**config.mk**
```make
export PLATFORM = sky130hd
export DESIGN_NAME = ofs_plat_prim_fifo_ram_prefetch_flat
export DESIGN_NICKNAME = d
export VERILOG_FILES = /design/src/rtl/ofs_plat_prim_fifo_ram_prefetch_pkg.sv /design/src/rtl/ofs_plat_prim_fifo_ram_prefetch_if.sv /design/src/rtl/ofs_plat_prim_fifo_ram_prefetch_buf.sv /design/src/rtl/ofs_plat_prim_ram_simple.sv /design/src/rtl/ofs_plat_prim_fifo_ram_prefetch.sv /design/src/flat_wrapper.sv
export SDC_FILE = /design/constraint.sdc
export NUM_CORES = 2
export LEC_CHECK = 0
export ABC_CLOCK_PERIOD_IN_PS = 5450
export CAP_MARGIN = 20
export CORE_MARGIN = 2
export CORE_UTILIZATION = 55
export DETAILED_ROUTE_END_ITERATION = 12
export HOLD_SLACK_MARGIN = 0.03
export PLACE_DENSITY = 0.75
export SYNTH_ARGS = -nofsm -noshare
export SYNTH_HDL_FRONTEND = slang
export SYNTH_SLANG_ARGS = --single-unit
export TNS_END_PERCENT = 50
```
**constraint.sdc**
```tcl
create_clock -name clk -period 5.45 [get_ports clk]
set_input_delay 0.545 -clock clk [delete_from_list [all_inputs] [get_ports clk]]
set_output_delay 0.545 -clock clk [all_outputs]
set_load 0.03 [all_outputs]
```
**src/rtl/ofs_plat_prim_fifo_ram_prefetch_pkg.sv**
```systemverilog
// Helpers shared by the RAM-backed prefetch FIFO.
// Block-local types and sizes live in the modules that use them.
package ofs_plat_prim_fifo_ram_prefetch_pkg;

  function automatic logic almost_full_f(int n_entries, int occupancy, int threshold);
    return (n_entries - occupancy) <= threshold;
  endfunction

endpackage

```
**src/rtl/ofs_plat_prim_fifo_ram_prefetch_if.sv**
```systemverilog
// Enqueue/dequeue handshake bundle for the RAM-backed prefetch FIFO.
interface ofs_plat_prim_fifo_ram_prefetch_if #(
  parameter int N_DATA_BITS = 64
);
  import ofs_plat_prim_fifo_ram_prefetch_pkg::*;

  logic                   enq_en;
  logic [N_DATA_BITS-1:0] enq_data;
  logic                   notFull;
  logic                   almostFull;
  logic                   deq_en;
  logic [N_DATA_BITS-1:0] first;
  logic                   notEmpty;

  modport master (
    output enq_en, enq_data, deq_en,
    input  notFull, almostFull, first, notEmpty
  );

  modport slave (
    input  enq_en, enq_data, deq_en,
    output notFull, almostFull, first, notEmpty
  );

endinterface

```
**src/rtl/ofs_plat_prim_fifo_ram_prefetch_buf.sv**
```systemverilog
// Small register FIFO that holds RAM responses; entry 0 is always the head,
// so the head output comes straight from a flop.
module ofs_plat_prim_fifo_ram_prefetch_buf
  import ofs_plat_prim_fifo_ram_prefetch_pkg::*;
#(
  parameter  int DEPTH       = 4,
  parameter  int N_DATA_BITS = 64,
  localparam int CW          = $clog2(DEPTH + 1)
) (
  input  logic                   clk,
  input  logic                   reset_n,
  input  logic                   push,
  input  logic [N_DATA_BITS-1:0] push_data,
  input  logic                   pop,
  output logic [N_DATA_BITS-1:0] head,
  output logic [CW-1:0]          count
);

  logic [N_DATA_BITS-1:0] data_p0 [DEPTH];
  logic [CW-1:0]          cnt;
  int                     wr_idx;

  // A push lands just behind the last valid entry after this cycle's shift
  always_comb begin
    wr_idx = int'(cnt) - (pop ? 1 : 0);
  end

  always_ff @(posedge clk) begin
    for (int i = 0; i < DEPTH; i++) begin
      if (push && (i == wr_idx)) data_p0[i] <= push_data;
      else if (pop)              data_p0[i] <= data_p0[(i < DEPTH-1) ? i+1 : i];
    end
  end

  always_ff @(posedge clk) begin
    if (!reset_n) cnt <= '0;
    else          cnt <= cnt + CW'(push) - CW'(pop);
  end

  assign head  = data_p0[0];
  assign count = cnt;

endmodule

```
**src/rtl/ofs_plat_prim_ram_simple.sv**
```systemverilog
// Simple dual-port RAM: one write port, one read port with 1 + N_OUTPUT_REG_STAGES
// cycles of read latency. Contents are never reset.
module ofs_plat_prim_ram_simple #(
  parameter int N_ENTRIES            = 32,
  parameter int N_DATA_BITS          = 64,
  parameter int N_OUTPUT_REG_STAGES  = 0,
  parameter int REGISTER_WRITES      = 0,
  parameter int BYPASS_FULL_PIPELINE = 0
) (
  input  logic                         clk,
  input  logic [$clog2(N_ENTRIES)-1:0] waddr,
  input  logic                         wen,
  input  logic [N_DATA_BITS-1:0]       wdata,
  input  logic [$clog2(N_ENTRIES)-1:0] raddr,
  output logic [N_DATA_BITS-1:0]       rdata
);

  logic [N_DATA_BITS-1:0]       mem [N_ENTRIES];
  logic [$clog2(N_ENTRIES)-1:0] waddr_w;
  logic                         wen_w;
  logic [N_DATA_BITS-1:0]       wdata_w;

  generate
    if (REGISTER_WRITES != 0) begin : g_wr_reg
      always_ff @(posedge clk) begin
        waddr_w <= waddr;
        wen_w   <= wen;
        wdata_w <= wdata;
      end
    end else begin : g_wr_comb
      assign waddr_w = waddr;
      assign wen_w   = wen;
      assign wdata_w = wdata;
    end
  endgenerate

  always_ff @(posedge clk) begin
    if (wen_w) mem[waddr_w] <= wdata_w;
  end

  // Stage p0 is the array read; p1.. are the optional output registers
  logic [N_DATA_BITS-1:0] rd_p [N_OUTPUT_REG_STAGES+1];

  always_ff @(posedge clk) begin
    rd_p[0] <= mem[raddr];
    for (int i = 1; i <= N_OUTPUT_REG_STAGES; i++) rd_p[i] <= rd_p[i-1];
  end

  assign rdata = (BYPASS_FULL_PIPELINE != 0) ? rd_p[0] : rd_p[N_OUTPUT_REG_STAGES];

endmodule

```
**src/rtl/ofs_plat_prim_fifo_ram_prefetch.sv**
```systemverilog
// Deep FIFO in block RAM with a prefetch buffer that hides the RAM read
// latency, giving a registered show-ahead head and one dequeue per cycle.
module ofs_plat_prim_fifo_ram_prefetch
  import ofs_plat_prim_fifo_ram_prefetch_pkg::*;
#(
  parameter int N_ENTRIES           = 32,
  parameter int N_DATA_BITS         = 64,
  parameter int N_OUTPUT_REG_STAGES = 1,
  parameter int THRESHOLD           = 2
) (
  input  logic clk,
  input  logic reset_n,
  ofs_plat_prim_fifo_ram_prefetch_if.slave fifo
);

  localparam int L         = 1 + N_OUTPUT_REG_STAGES;
  localparam int BUF_DEPTH = L + 2;
  localparam int AW        = $clog2(N_ENTRIES);
  localparam int BCW       = $clog2(BUF_DEPTH + 1);

  typedef logic [AW-1:0] t_addr;
  typedef logic [AW:0]   t_count;

  t_addr                  wr_ptr;
  t_addr                  rd_ptr;
  t_count                 occ;
  t_count                 occ_next;
  logic                   not_full;
  logic                   almost_full;
  logic [L-1:0]           rd_vld_p;
  logic [BCW-1:0]         buf_cnt;
  logic [N_DATA_BITS-1:0] ram_rdata;
  logic [N_DATA_BITS-1:0] buf_head;
  logic                   deq_ok;
  logic                   enq_ok;
  logic                   rd_issue;
  logic                   rd_done;
  int                     pending;

  // A full FIFO still accepts an enq paired with a deq: the dequeued entry is
  // already out of RAM, so the slot at wr_ptr is free.
  always_comb begin
    deq_ok   = fifo.deq_en && (buf_cnt != '0);
    enq_ok   = fifo.enq_en && (not_full || deq_ok);
    pending  = int'(buf_cnt) + $countones(rd_vld_p);
    rd_issue = (rd_ptr != wr_ptr) && (pending < BUF_DEPTH);
    rd_done  = rd_vld_p[L-1];
    occ_next = occ + t_count'(enq_ok) - t_count'(deq_ok);
  end

  always_ff @(posedge clk) begin
    if (!reset_n) begin
      wr_ptr      <= '0;
      rd_ptr      <= '0;
      occ         <= '0;
      rd_vld_p    <= '0;
      not_full    <= 1'b1;
      almost_full <= almost_full_f(N_ENTRIES, 0, THRESHOLD);
    end else begin
      if (enq_ok)   wr_ptr <= wr_ptr + t_addr'(1);
      if (rd_issue) rd_ptr <= rd_ptr + t_addr'(1);
      rd_vld_p    <= (rd_vld_p << 1) | L'(rd_issue);
      occ         <= occ_next;
      not_full    <= occ_next < t_count'(N_ENTRIES);
      almost_full <= almost_full_f(N_ENTRIES, int'(occ_next), THRESHOLD);
    end
  end

  ofs_plat_prim_ram_simple #(
    .N_ENTRIES            (N_ENTRIES),
    .N_DATA_BITS          (N_DATA_BITS),
    .N_OUTPUT_REG_STAGES  (N_OUTPUT_REG_STAGES),
    .REGISTER_WRITES      (0),
    .BYPASS_FULL_PIPELINE (0)
  ) ram (
    .clk   (clk),
    .waddr (wr_ptr),
    .wen   (enq_ok),
    .wdata (fifo.enq_data),
    .raddr (rd_ptr),
    .rdata (ram_rdata)
  );

  // RAM responses leave the valid pipe and enter the prefetch buffer
  ofs_plat_prim_fifo_ram_prefetch_buf #(
    .DEPTH       (BUF_DEPTH),
    .N_DATA_BITS (N_DATA_BITS)
  ) pf_buf (
    .clk       (clk),
    .reset_n   (reset_n),
    .push      (rd_done),
    .push_data (ram_rdata),
    .pop       (deq_ok),
    .head      (buf_head),
    .count     (buf_cnt)
  );

  assign fifo.notFull    = not_full;
  assign fifo.almostFull = almost_full;
  assign fifo.first      = buf_head;
  assign fifo.notEmpty   = (buf_cnt != '0);

  enq_when_full: assert property (@(posedge clk) disable iff (!reset_n)
    !(fifo.enq_en && !enq_ok));
  deq_when_empty: assert property (@(posedge clk) disable iff (!reset_n)
    !(fifo.deq_en && (buf_cnt == '0)));

endmodule

```
**src/flat_wrapper.sv**
```systemverilog
// flat-port wrapper written by rule: the top's interface ports become plain ports
module ofs_plat_prim_fifo_ram_prefetch_flat import ofs_plat_prim_fifo_ram_prefetch_pkg::*;
#(
  parameter int N_ENTRIES           = 32,
  parameter int N_DATA_BITS         = 64,
  parameter int N_OUTPUT_REG_STAGES = 1,
  parameter int THRESHOLD           = 2
)
  (clk, reset_n, fifo_enq_en, fifo_enq_data, fifo_deq_en, fifo_notFull, fifo_almostFull, fifo_first, fifo_notEmpty);
  ofs_plat_prim_fifo_ram_prefetch_if #(.N_DATA_BITS(N_DATA_BITS)) fifo_i ();
  input  logic clk;
  input  logic reset_n;
  input wire logic [$bits(fifo_i.enq_en)-1:0] fifo_enq_en;
  input wire logic [$bits(fifo_i.enq_data)-1:0] fifo_enq_data;
  input wire logic [$bits(fifo_i.deq_en)-1:0] fifo_deq_en;
  output wire logic [$bits(fifo_i.notFull)-1:0] fifo_notFull;
  output wire logic [$bits(fifo_i.almostFull)-1:0] fifo_almostFull;
  output wire logic [$bits(fifo_i.first)-1:0] fifo_first;
  output wire logic [$bits(fifo_i.notEmpty)-1:0] fifo_notEmpty;
  assign fifo_i.enq_en = fifo_enq_en;
  assign fifo_i.enq_data = fifo_enq_data;
  assign fifo_i.deq_en = fifo_deq_en;
  assign fifo_notFull = fifo_i.notFull;
  assign fifo_almostFull = fifo_i.almostFull;
  assign fifo_first = fifo_i.first;
  assign fifo_notEmpty = fifo_i.notEmpty;
  ofs_plat_prim_fifo_ram_prefetch #(.N_ENTRIES(N_ENTRIES), .N_DATA_BITS(N_DATA_BITS), .N_OUTPUT_REG_STAGES(N_OUTPUT_REG_STAGES), .THRESHOLD(THRESHOLD)) u_core (.clk(clk), .reset_n(reset_n), .fifo(fifo_i));
endmodule
```
==> summary.txt <==
Synthesis
  – Most frequently used cell type in the post-synthesis netlist: edfxtp_1
  – Top cells by count, synth: edfxtp_1, mux4_2, mux2_2
  – Net count after synthesis: a little under 4000
  – Synthesis warning total: 0
  – Number of distinct library cells after synthesis: 44
  – Post-synthesis area per instance: 23.8 µm²
  – Fraction of synthesized cell area taken by the top area cell type: 0.751
  – Syn Std Cell Area: 0.0921 mm²
  – Primary flip-flop cell chosen by synthesis mapping: edfxtp_1
  – FFs w/ async S/R, synth: 0
  – Number of flops mapped to enable cells by yosys: around 2300
  – Register area share after synthesis: 0.785
  – Seq cells post-synth: roughly 2500
  – Synth area leader: edfxtp_1
  – Cell count after synthesis: just under 4000
  – Largest cells by area after synthesis: edfxtp_1, mux4_2, dfxtp_1, mux2_2, mux2i_1

Global route
  – Global-route usage over all layers: 0.252
  – Global-route wire length before repair: just over 300000 µm
  – Pin count of the biggest net entering global routing: around 80
  – Number of global-route vias before repair: between 40000 and 50000
  – Number of antenna violations at the first check in global routing: 15
  – Leftover overflow at the end of global routing: 0

Floorplan
  – Row Count: 150
  – Area of the placeable core: between 0.15 and 0.2 mm²
  – Top-level I/O count: 135
  – Vert. Die Dim: about 410 µm
  – Die footprint: roughly 0.17 mm²
  – Effective utilization at floorplan: 0.552
  – Die outline width: just over 400 µm

Drt
  – Detailed-route wire length per cell: 32.9 µm
  – Violation count after the first detailed-routing iteration: approximately 5700
  – Via count: roughly 43000
  – Pre-Repair DR Iteration Count: 5
  – Vias per Instance: between 6 and 7
  – Total DRC errors in the routed layout: 0
  – Post-DRT Antenna Nets: 0
  – Total wire length after detailed routing: between 200000 and 250000 µm

STA
  – Final Hold Vio Count: 0
  – Layout Skew: between 40 and 50 ps
  – Final sum of negative setup slack: 0 ps
  – Maximum clock frequency: between 200 and 300 MHz
  – Total count of max-transition violations in the final report: 0
  – Relative slew slack: 0.287
  – Measured slew at the worst slew-check pin: ~1100 ps
  – Final setup violation count: 0
  – Share of the clock period used by the worst path after layout: 0.698
  – Fin crit period: between 3000 and 4000 ps
  – Setup repair after global routing missed its margin: no

Critical path
  – Arrival time worst endpoint: between 4000 and 5000 ps
  – FF-to-FF Start: u_core.pf_buf.count[1]
  – Critical-path maximum fanout: 10
  – Number of cell instances on the worst register-to-register path: 13
  – Reg2Reg Capture Point: u_core.fifo.almostFull
  – Register-to-register setup slack: ~1600 ps
  – CP endpoint kind: register
  – Worst setup path category: reg -> reg
  – Setup crit start kind: register
  – Critical path required time: between 6000 and 7000 ps

Hold path
  – Worst hold-check path type: reg -> reg
  – Cell depth of the worst hold path: 0
  – Startpoint of the worst hold path: u_core.ram.rd_p[0][22]
  – End point of the worst hold path: u_core.ram.rd_p[0][86]

Power and ir drop
  – Maximum VDD drop: 351 µV
  – Cell Pwr Density: about 460 mW/mm²
  – LEAKAGE: 32.7 nW

Place
  – Count of buffers from port buffering: between 100 and 150
  – Placer congestion estimate: around 0.78
  – Placed wire-length estimate: 117000 µm

Clocking
  – Total number of clock tree sinks: between 2000 and 2500
  – Number of buffers inserted by hold repair at cts: 0
  – Number of buffers inserted during clock tree synthesis: about 220
  – Clock tree from TritonCTS: done
  – Worst-path clk slew: approximately 70 ps
  – Post-cts gate resize count: 0
  – Clock tree root driver cell: clkbuf_16
  – Number of buffers between clock root and the deepest sink: 3
  – H-tree Lvls: 4
  – Clock latency on the worst-skew pair: ~860 ps
  – Number of buffers inserted to repair setup after CTS: 0

Status
  – Result of the run: complete, no violations

Finish
  – Number of fill cells in the layout: between 10000 and 15000
  – Utilization after layout: 0.630
  – Share of layout cells above drive strength 1: 0.318
  – Number of nets in the layout: around 4300
  – Area delta synth->final: 14.1%
  – Register area: between 0.07 and 0.08 mm²
  – Area taken by multi-input logic gates: 0.0187 mm²

Job
  – Max capacitance violation total: 0
-- worst max path at each step --
| stage | cells past startpoint | endpoint | startpoint | slack, ps |
|---|---|---|---|---|
| after CTS | 13 | u_core.fifo.almostFull | u_core.pf_buf.count[1] | 1630 |
| after detailed placement | 12 | u_core.fifo.almostFull | fifo_deq_en | 1160 |
| after global routing | 12 | u_core.pf_buf.data_p0[0][85] | u_core.pf_buf.count[1] | 1430 |
| after floorplan | 8 | u_core.ram.mem[31][0] | u_core.pf_buf.count[1] | 580 |
| final | 13 | u_core.fifo.almostFull | u_core.pf_buf.count[1] | 1650 |
| after global placement | 7 | u_core.ram.mem[8][53] | fifo_deq_en | 900 |
-- stage by stage --
| stage | total power, mW | cell area [µm²] | worst slack [ps] | hold WS (ps) | instances |
|---|---|---|---|---|---|
| floorplan | 30.1 | 92100 | 582 | 310 | 3875 |
| global placement | 33.0 | 96700 | 899 | 311 | 6101 |
| detailed placement | 33.2 | 96800 | 1160 | 312 | 6105 |
| CTS | 48.8 | 104000 | 1630 | 324 | 6517 |
| global route | 50.2 | 105000 | 1430 | 328 | 6555 |
| finish | 48.7 | 105000 | 1650 | 324 | 6556 |
-- sequential cells by signal (all words and copies together) (netlist names), 2 cells and up, named ones only --
signal,flops
u_core.ram.mem,2048
u_core.pf_buf.data_p0,256
u_core.ram.rd_p,128
u_core.occ,6
u_core.rd_ptr,5
u_core.wr_ptr,5
u_core.pf_buf.count,3
u_core.rd_vld_p,2
-- worst max-delay path, cell delays in order, from the launching register on --
cell,delay (ps)
dfxtp_1,340
inv_1,110
nand3_1,120
nand2_1,270
clkinv_1,390
o21a_1,490
ha_1,330
inv_1,90
fa_1,480
ha_1,310
nor2b_1,140
o21ai_0,90
or4_1,390
o2bb2ai_1,130
-- power breakdown --
| part | internal (mW) | switching (mW) |
|---|---|---|
| registers | 22.6 | 0.870 |
| clock network | 8.91 | 6.84 |
| logic | 4.46 | 4.99 |
-- cell usage in the layout, fill, tap and decap left out, types with 34 or more instances in the layout --
master	Yosys	routed
mux4_2	601	601
mux2i_1	73	73
mux2_2	224	224
dfxtp_1	156	151
clkdlybuf4s50_1	0	134
buf_12	0	42
clkinv_2	0	47
o22ai_1	34	34
clkbuf_1	91	46
edfxtp_1	2304	2304
clkbuf_16	0	233
buf_4	86	92
a21o_1	36	36
-- cells by family after synthesis --
| logic type | after synthesis | synth area share |
|---|---|---|
| muxes | 898 | 0.182 |
| adders and majority gates | 23 | 0.00329 |
| buffers and inverters | 269 | 0.0153 |
| and+or+nand+nor | 113 | 0.00587 |
| DFF | 2460 | 0.785 |
| xor gates and xnor gates | 17 | 0.00162 |
| AOI/OAI and AO/OA | 95 | 0.00697 |
-- layout make-up --
type | instances | share of cell area
antenna | 1 | 0.0000238
clock buffer | 286 | 0.0572
clock inverter | 126 | 0.0133
inverter | 24 | 0.000857
multi-input combinational | 1146 | 0.178
sequential | 2460 | 0.688
tap | 2204 | 0.0262
timing repair buffer | 309 | 0.0362
-- metal layers --
layer,vias up,share of wire,global-route usage
met5,-,0.00021,0
met4,8,0.025,0.0713
li1,16843,-,-
met2,2789,0.49,0.401
met3,349,0.11,0.0564
met1,22567,0.38,0.357
Power figures use the tool's default switching activity.
